<file path="src/rtl/fir_gain_mc.sv">
// fir_gain_mc
//   Multi-channel, time-multiplexed FIR output gain stage. Each channel has a
//   floating-point-style gain 2^exp * (1 + mant/2^MANTW). The gain is applied to
//   the full-precision FIR result. The result is then optionally rounded (half up),
//   scaled down by 2^(MANTW+INW-OUTW) and saturated to OUTW bits.
//   Per-channel gains are double buffered: cfg_wr fills a shadow set, and
//   config_sync copies the whole shadow set to the active set in one edge.
//
//   Handshake: din_valid qualifies din/din_ch for exactly one edge. There is no
//   backpressure. dout_valid is a single-cycle strobe exactly 4 cycles after the
//   accepting edge. dout/dout_ch/dout_sat hold their values between strobes.
//
// Ports
//   clk, rst           clock, synchronous active-high reset
//   cfg_wr/cfg_ch      write cfg_exp/cfg_mant into shadow gain of cfg_ch
//   cfg_exp/cfg_mant   gain exponent / mantissa fraction
//   config_sync        copy all shadow gains to the active gains
//   rnd_en             1 = round half up, 0 = floor (static)
//   din/din_ch         signed sample and its channel tag
//   din_valid          sample qualifier
//   sat_clr            clear sat_status (a coincident saturation still sets its bit)
//   dout/dout_ch       saturated result and its channel tag
//   dout_valid         result strobe
//   dout_sat           result was clipped
//   sat_status         sticky per-channel saturation flags
module fir_gain_mc #(
    parameter int NCH   = 4,
    parameter int INW   = 26,
    parameter int MANTW = 16,
    parameter int EXPW  = 4,
    parameter int OUTW  = 16
) (
    input  logic                      clk,
    input  logic                      rst,
    input  logic                      cfg_wr,
    input  logic [$clog2(NCH)-1:0]    cfg_ch,
    input  logic [EXPW-1:0]           cfg_exp,
    input  logic [MANTW-1:0]          cfg_mant,
    input  logic                      config_sync,
    input  logic                      rnd_en,
    input  logic signed [INW-1:0]     din,
    input  logic [$clog2(NCH)-1:0]    din_ch,
    input  logic                      din_valid,
    input  logic                      sat_clr,
    output logic signed [OUTW-1:0]    dout,
    output logic [$clog2(NCH)-1:0]    dout_ch,
    output logic                      dout_valid,
    output logic                      dout_sat,
    output logic [NCH-1:0]            sat_status
);
    localparam int CHW = $clog2(NCH);
    localparam int SH  = MANTW + INW - OUTW;        // final scale-down shift
    localparam int MW  = INW + MANTW + 1;           // din * (2^MANTW + mant)
    localparam int PW  = MW + (2 ** EXPW) - 1;      // after exponent shift
    localparam int SW  = PW + 1 - SH;               // scaled result, one guard bit for rounding
    localparam logic signed [PW:0] RND = (PW + 1)'(1) << (SH - 1);

    // ---------------- gain registers ----------------
    logic [EXPW-1:0]  shd_exp_q  [NCH];
    logic [MANTW-1:0] shd_mant_q [NCH];
    logic [EXPW-1:0]  act_exp_q  [NCH];
    logic [MANTW-1:0] act_mant_q [NCH];

    // The active set loads the shadow value held before this edge. So a cfg_wr on the
    // same edge lands only in the shadow register.
    always_ff @(posedge clk) begin
        if (rst) begin
            for (int i = 0; i < NCH; i++) begin
                shd_exp_q[i]  <= '0;
                shd_mant_q[i] <= '0;
                act_exp_q[i]  <= '0;
                act_mant_q[i] <= '0;
            end
        end else begin
            for (int i = 0; i < NCH; i++) begin
                if (config_sync) begin
                    act_exp_q[i]  <= shd_exp_q[i];
                    act_mant_q[i] <= shd_mant_q[i];
                end
                if (cfg_wr && cfg_ch == CHW'(i)) begin
                    shd_exp_q[i]  <= cfg_exp;
                    shd_mant_q[i] <= cfg_mant;
                end
            end
        end
    end

    // Tags beyond NCH can only occur when NCH is not a power of two.
    logic ch_ok;
    generate
        if (NCH == (2 ** CHW)) begin : g_ch_full
            assign ch_ok = 1'b1;
        end else begin : g_ch_part
            assign ch_ok = ({1'b0, din_ch} < (CHW + 1)'(NCH));
        end
    endgenerate

    logic [CHW-1:0] sel_ch;
    assign sel_ch = ch_ok ? din_ch : '0;

    // ---------------- pipeline registers ----------------
    logic                  s1_valid_q, s2_valid_q, s3_valid_q, s4_valid_q;
    logic [CHW-1:0]        s1_ch_q, s2_ch_q, s3_ch_q, s4_ch_q;
    logic signed [INW-1:0] s1_din_q;
    logic [EXPW-1:0]       s1_exp_q, s2_exp_q;
    logic [MANTW-1:0]      s1_mant_q;
    logic signed [MW-1:0]  s2_prod_q;
    logic signed [PW-1:0]  s3_p_q;
    logic signed [SW-1:0]  s4_s_q;

    logic signed [MANTW+1:0] gain_m;
    logic signed [MW-1:0]    s2_prod_d;
    logic signed [PW-1:0]    p_ext;
    logic signed [PW-1:0]    s3_p_d;
    logic signed [PW:0]      rnd_add;
    logic signed [PW:0]      p_rnd;
    logic signed [SW-1:0]    s4_s_d;

    always_comb begin
        // Mantissa factor 2^MANTW + mant as a positive signed operand.
        gain_m    = {1'b0, 1'b1, s1_mant_q};
        s2_prod_d = MW'(s1_din_q) * MW'(gain_m);
        p_ext     = PW'(s2_prod_q);
        s3_p_d    = p_ext <<< s2_exp_q;
        rnd_add   = '0;
        if (rnd_en) begin
            rnd_add = RND;
        end
        p_rnd  = (PW + 1)'(s3_p_q) + rnd_add;
        s4_s_d = SW'(p_rnd >>> SH);
    end

    always_ff @(posedge clk) begin
        if (rst) begin
            s1_valid_q <= 1'b0;
            s2_valid_q <= 1'b0;
            s3_valid_q <= 1'b0;
            s4_valid_q <= 1'b0;
            s1_ch_q    <= '0;
            s2_ch_q    <= '0;
            s3_ch_q    <= '0;
            s4_ch_q    <= '0;
            s1_din_q   <= '0;
            s1_exp_q   <= '0;
            s1_mant_q  <= '0;
            s2_exp_q   <= '0;
            s2_prod_q  <= '0;
            s3_p_q     <= '0;
            s4_s_q     <= '0;
        end else begin
            // stage 1: input register and gain lookup
            s1_valid_q <= din_valid & ch_ok;
            s1_ch_q    <= din_ch;
            s1_din_q   <= din;
            s1_exp_q   <= act_exp_q[sel_ch];
            s1_mant_q  <= act_mant_q[sel_ch];
            // stage 2: mantissa multiply
            s2_valid_q <= s1_valid_q;
            s2_ch_q    <= s1_ch_q;
            s2_exp_q   <= s1_exp_q;
            s2_prod_q  <= s2_prod_d;
            // stage 3: exponent shift
            s3_valid_q <= s2_valid_q;
            s3_ch_q    <= s2_ch_q;
            s3_p_q     <= s3_p_d;
            // stage 4: round add and scale down (floor)
            s4_valid_q <= s3_valid_q;
            s4_ch_q    <= s3_ch_q;
            s4_s_q     <= s4_s_d;
        end
    end

    // ---------------- saturation and outputs ----------------
    logic [SW-OUTW:0]       hi_bits;
    logic                   sat_pos, sat_neg, sat_hit;
    logic signed [OUTW-1:0] sat_val;
    logic [NCH-1:0]         sat_status_d;

    always_comb begin
        // The value fits when every bit from OUTW-1 upward equals the sign.
        hi_bits = s4_s_q[SW-1:OUTW-1];
        sat_pos = ~s4_s_q[SW-1] & (|hi_bits);
        sat_neg = s4_s_q[SW-1] & ~(&hi_bits);
        sat_hit = sat_pos | sat_neg;
        sat_val = s4_s_q[OUTW-1:0];
        if (sat_pos) begin
            sat_val = {1'b0, {(OUTW-1){1'b1}}};
        end else if (sat_neg) begin
            sat_val = {1'b1, {(OUTW-1){1'b0}}};
        end
        // Clear first, then set, so a same-edge saturation keeps its bit.
        sat_status_d = sat_clr ? '0 : sat_status;
        for (int i = 0; i < NCH; i++) begin
            if (s4_valid_q && sat_hit && s4_ch_q == CHW'(i)) begin
                sat_status_d[i] = 1'b1;
            end
        end
    end

    always_ff @(posedge clk) begin
        if (rst) begin
            dout       <= '0;
            dout_ch    <= '0;
            dout_valid <= 1'b0;
            dout_sat   <= 1'b0;
            sat_status <= '0;
        end else begin
            dout_valid <= s4_valid_q;
            if (s4_valid_q) begin
                dout     <= sat_val;
                dout_ch  <= s4_ch_q;
                dout_sat <= sat_hit;
            end
            sat_status <= sat_status_d;
        end
    end

endmodule

</file>
<file path="config.mk">
export PLATFORM = sky130hd
export DESIGN_NAME = fir_gain_mc
export DESIGN_NICKNAME = d
export VERILOG_FILES = /design/src/rtl/fir_gain_mc.sv
export SDC_FILE = /design/constraint.sdc
export NUM_CORES = 2
export LEC_CHECK = 0
export CORE_ASPECT_RATIO = 0.7
export CORE_MARGIN = 2
export CORE_UTILIZATION = 57
export DETAILED_ROUTE_END_ITERATION = 8
export MAX_ROUTING_LAYER = met4
export PLACE_DENSITY = 0.8
export RECOVER_POWER = 50
export SLEW_MARGIN = 30
export SYNTH_ARGS = -nofsm -noshare
export SYNTH_HDL_FRONTEND = slang
export SYNTH_SLANG_ARGS = --single-unit
</file>
<file path="constraint.sdc">
create_clock -name clk -period 5.6 [get_ports clk]
set_clock_uncertainty 0.15 [all_clocks]
set_input_delay 0.56 -clock clk [delete_from_list [all_inputs] [get_ports clk]]
set_output_delay 0.56 -clock clk [all_outputs]
set_load 0.05 [all_outputs]
</file>
==> flow_metrics.tcl <==
set metrics [dict create \
    status "complete, but fails checks" \
    violations "capacitance limit, slew limit, setup timing" \
    place_ws_ns -0.6207 \
    vias 20590 \
    power_density_nw_per_um2 278.0 \
    viasPerCell 5.440 \
    grt_pass1_vias 22340 \
    synth_enable_flop_cells 160 \
    end_kind "flip-flop" \
    synthXorXnorAreaFrac_pct 1.549 \
    critPathMaxFanout 15 \
    fillers 3448 \
    path_class "reg -> reg" \
    rsz0062_at_grt "true" \
    finalHoldViolations 0 \
    io_buffers 80 \
    grt_pass1_wl_um 114000 \
    grt.busiest_layer "met2" \
    hpwl_um 54350 \
    netlist_area_sq_um 28830 \
    grt_max_degree 97 \
    met1_usage_pct 36.82 \
    worst_pin_slew_ns 3.841 \
    synth_compound_area_share_pct 4.913 \
    use_met2_pct 45.98 \
    root_buffer "clkbuf_16" \
    post-route-period-util_pct 108.2 \
    synth_flop_cell "dfxtp_1" \
    synth_nets 3414 \
    globalplace.congestion 0.9890 \
    worstPathArrival_ns 6.36 \
    syn_inst 2833 \
    area_delta_synth_final_pct 19.49 \
    synth-simple-area-share_pct 17.45 \
    synthAdderAreaFrac_pct 33.78 \
    numCtsBuffers 35 \
    dp_cells 3690 \
    fin_crit_ns 6.060 \
    coreArea_sq_um 49600 \
    clock_sinks 345 \
    die_y_um 192.2 \
    design_area_sq_um 34450 \
    hold_slack_ns 0.2872 \
    ant_nets 0 \
    drive_gt1_share_pct 18.95 \
    nNetsFinal 3674 \
    report.final.slew_viol_count 257 \
    setup_ws_ns -0.4601 \
    grt_use_total_pct 28.65 \
    drc 0 \
    synth-seq-cells 345 \
    die_x_um 272.8 \
    startpoint_type "flip-flop" \
    synth_mux_area_share_pct 4.318 \
    clk_latency_ns 0.56 \
    clk_path_buf_depth 3 \
    worst_ir_drop_vdd_v 0.0002623 \
    cts_tree "done" \
    synth_top_family_by_area "adder cells" \
    clock.fmax_mhz 165.0 \
    finalNonFillerCells 3785 \
    power_mw 9.578 \
    antenna_found_initial 2 \
    drtIter0Drc 1427 \
    max-cap-violations 6 \
    setup_viol_count_final 26 \
    std_cell_rows 68 \
    dieArea_sq_um 52420 \
    initial_core_util_pct 58.12 \
    avgRoutedWirePerCell_um 19.05 \
    worstPathRequired_ns 5.90 \
    ys_types 63 \
    setup_tns_ns -6.863 \
    ys_async_sr_fraction_pct 0 \
    hp-class "reg -> reg" \
    avgSynthCellArea_sq_um 10.18 \
    synth_warnings 0 \
    path_clk_slew_ns 0.06 \
    htreeDepth 2 \
    cts_hold_buf 0 \
    ios 81 \
    dpl_cell_area_sq_um 32170 \
    leakage_nw 15.26 \
    final_cell_mix "489 x inv_1, 408 x fa_1, 294 x nand2_1" \
    layout_commonest_cell "inv_1" \
    first_pass_iters 7 \
    slew_headroom_pct -156.0 \
    final_util_pct 69.45 \
    finalWirelength_um 72100 \
    overflow 0 \
    ys_seq_area_share_pct 29.51 \
    use_met3_pct 5.901 \
]
## cell type report
cell class / count / area (sq um) / share of cell area, %
timing repair buffer: 360 / 3228 / 9.370
sequential: 345 / 8596 / 24.95
multi-input combinational: 1839 / 18740 / 54.40
tap: 665 / 832.0 / 2.415
inverter: 512 / 1924 / 5.586
clock inverter: 22 / 219.0 / 0.6356
antenna: 2 / 5.005 / 0.01453
clock buffer: 40 / 904.6 / 2.626
## metal layers
| layer | routed length (um) | share of wire (%) |
|---|---|---|
| met4 | 2168 | 3.0 |
| met2 | 34340 | 48 |
| met1 | 29450 | 41 |
| met5 | 0 | 0 |
| met3 | 6141 | 8.5 |
## report_power, final
part / switching [mW] / internal [mW] / leakage [nW]
Clock: 1.09 / 1.28 / 0.542
Sequential: 0.221 / 2.95 / 3.21
Combinational: 2.20 / 1.85 / 11.5
## path summary, 6_finish.rpt
path / from / slack, ns / endpoint / cells past startpoint
min: s3_ch_q[0] / 0.29 / s4_ch_q[0] / 1
max reg2reg: s1_mant_q[8] / -0.46 / s2_prod_q[35] / 22
min reg2reg: s3_ch_q[0] / 0.29 / s4_ch_q[0] / 1
max: s1_mant_q[8] / -0.46 / s2_prod_q[35] / 22
## worst max-delay path, stage by stage (launching register included)
cell and delay (ns):
dfxtp_2 0.33, buf_12 0.14, and2_4 0.16, fa_1 0.53, inv_1 0.05, fa_2 0.43, fa_1 0.56, inv_2 0.04
fa_1 0.50, fa_1 0.50, inv_1 0.05, fa_1 0.48, inv_2 0.05, ha_4 0.21, a21o_1 0.16, a21o_1 0.20
a221oi_4 0.29, buf_4 0.17, o21ai_4 0.06, a21oi_4 0.18, nand2_2 0.10, a211oi_2 0.24, mux2_4 0.33
## registers in the layout (all words and copies together) (netlist names), 4 cells and up
| signal | cells |
|---|---|
| act_mant_q | 64 |
| shd_mant_q | 64 |
| s2_prod_q | 33 |
| s3_p_q | 33 |
| s4_s_q | 33 |
| s1_din_q | 26 |
| act_exp_q | 16 |
| dout | 16 |
| s1_mant_q | 16 |
| shd_exp_q | 16 |
| s1_exp_q | 4 |
| s2_exp_q | 4 |
| sat_status | 4 |
## Yosys cell counts (10+ instances only)
library cell    n  share of area (%)
nand4_1        15               0.33
or3_1          10               0.22
nand2b_1       19               0.41
edfxtp_1      160                 17
and3_1         23               0.50
clkbuf_1      127                1.7
nor2b_1        59                1.3
a21oi_1        76                1.3
o21ai_0        34               0.59
and2_1        382                8.3
mux4_2         34                2.7
o21a_1         12               0.31
dfxtp_1       185                 13
mux2i_1        40                1.4
xnor2_1        25               0.76
xor2_1         26               0.79
a211oi_1       26               0.68
fa_1          424                 29
inv_1         512                6.7
nand2_1       303                3.9
nor3_1         17               0.30
ha_1          100                4.3
a21o_1         18               0.47
nor2_1         87                1.1
nand3_1        20               0.35
o211ai_1       15               0.39
## timing repair
action | CTS | global route
resized for setup | 153 | 108
pin swaps | 55 | 43
setup buffers | 16 | 17
gates cloned | 1 | 1
setup endpoints to repair | 28 | 30
## cell families after synthesis
logic type | count (synthesis)
AOI/OAI and AO/OA | 222
xor gates and xnor gates | 51
adders and majority gates | 524
buffers and inverters | 649
DFF | 345
muxes | 81
and+or+nand+nor | 961
Note: power is estimated with default switching activity, not from simulation.
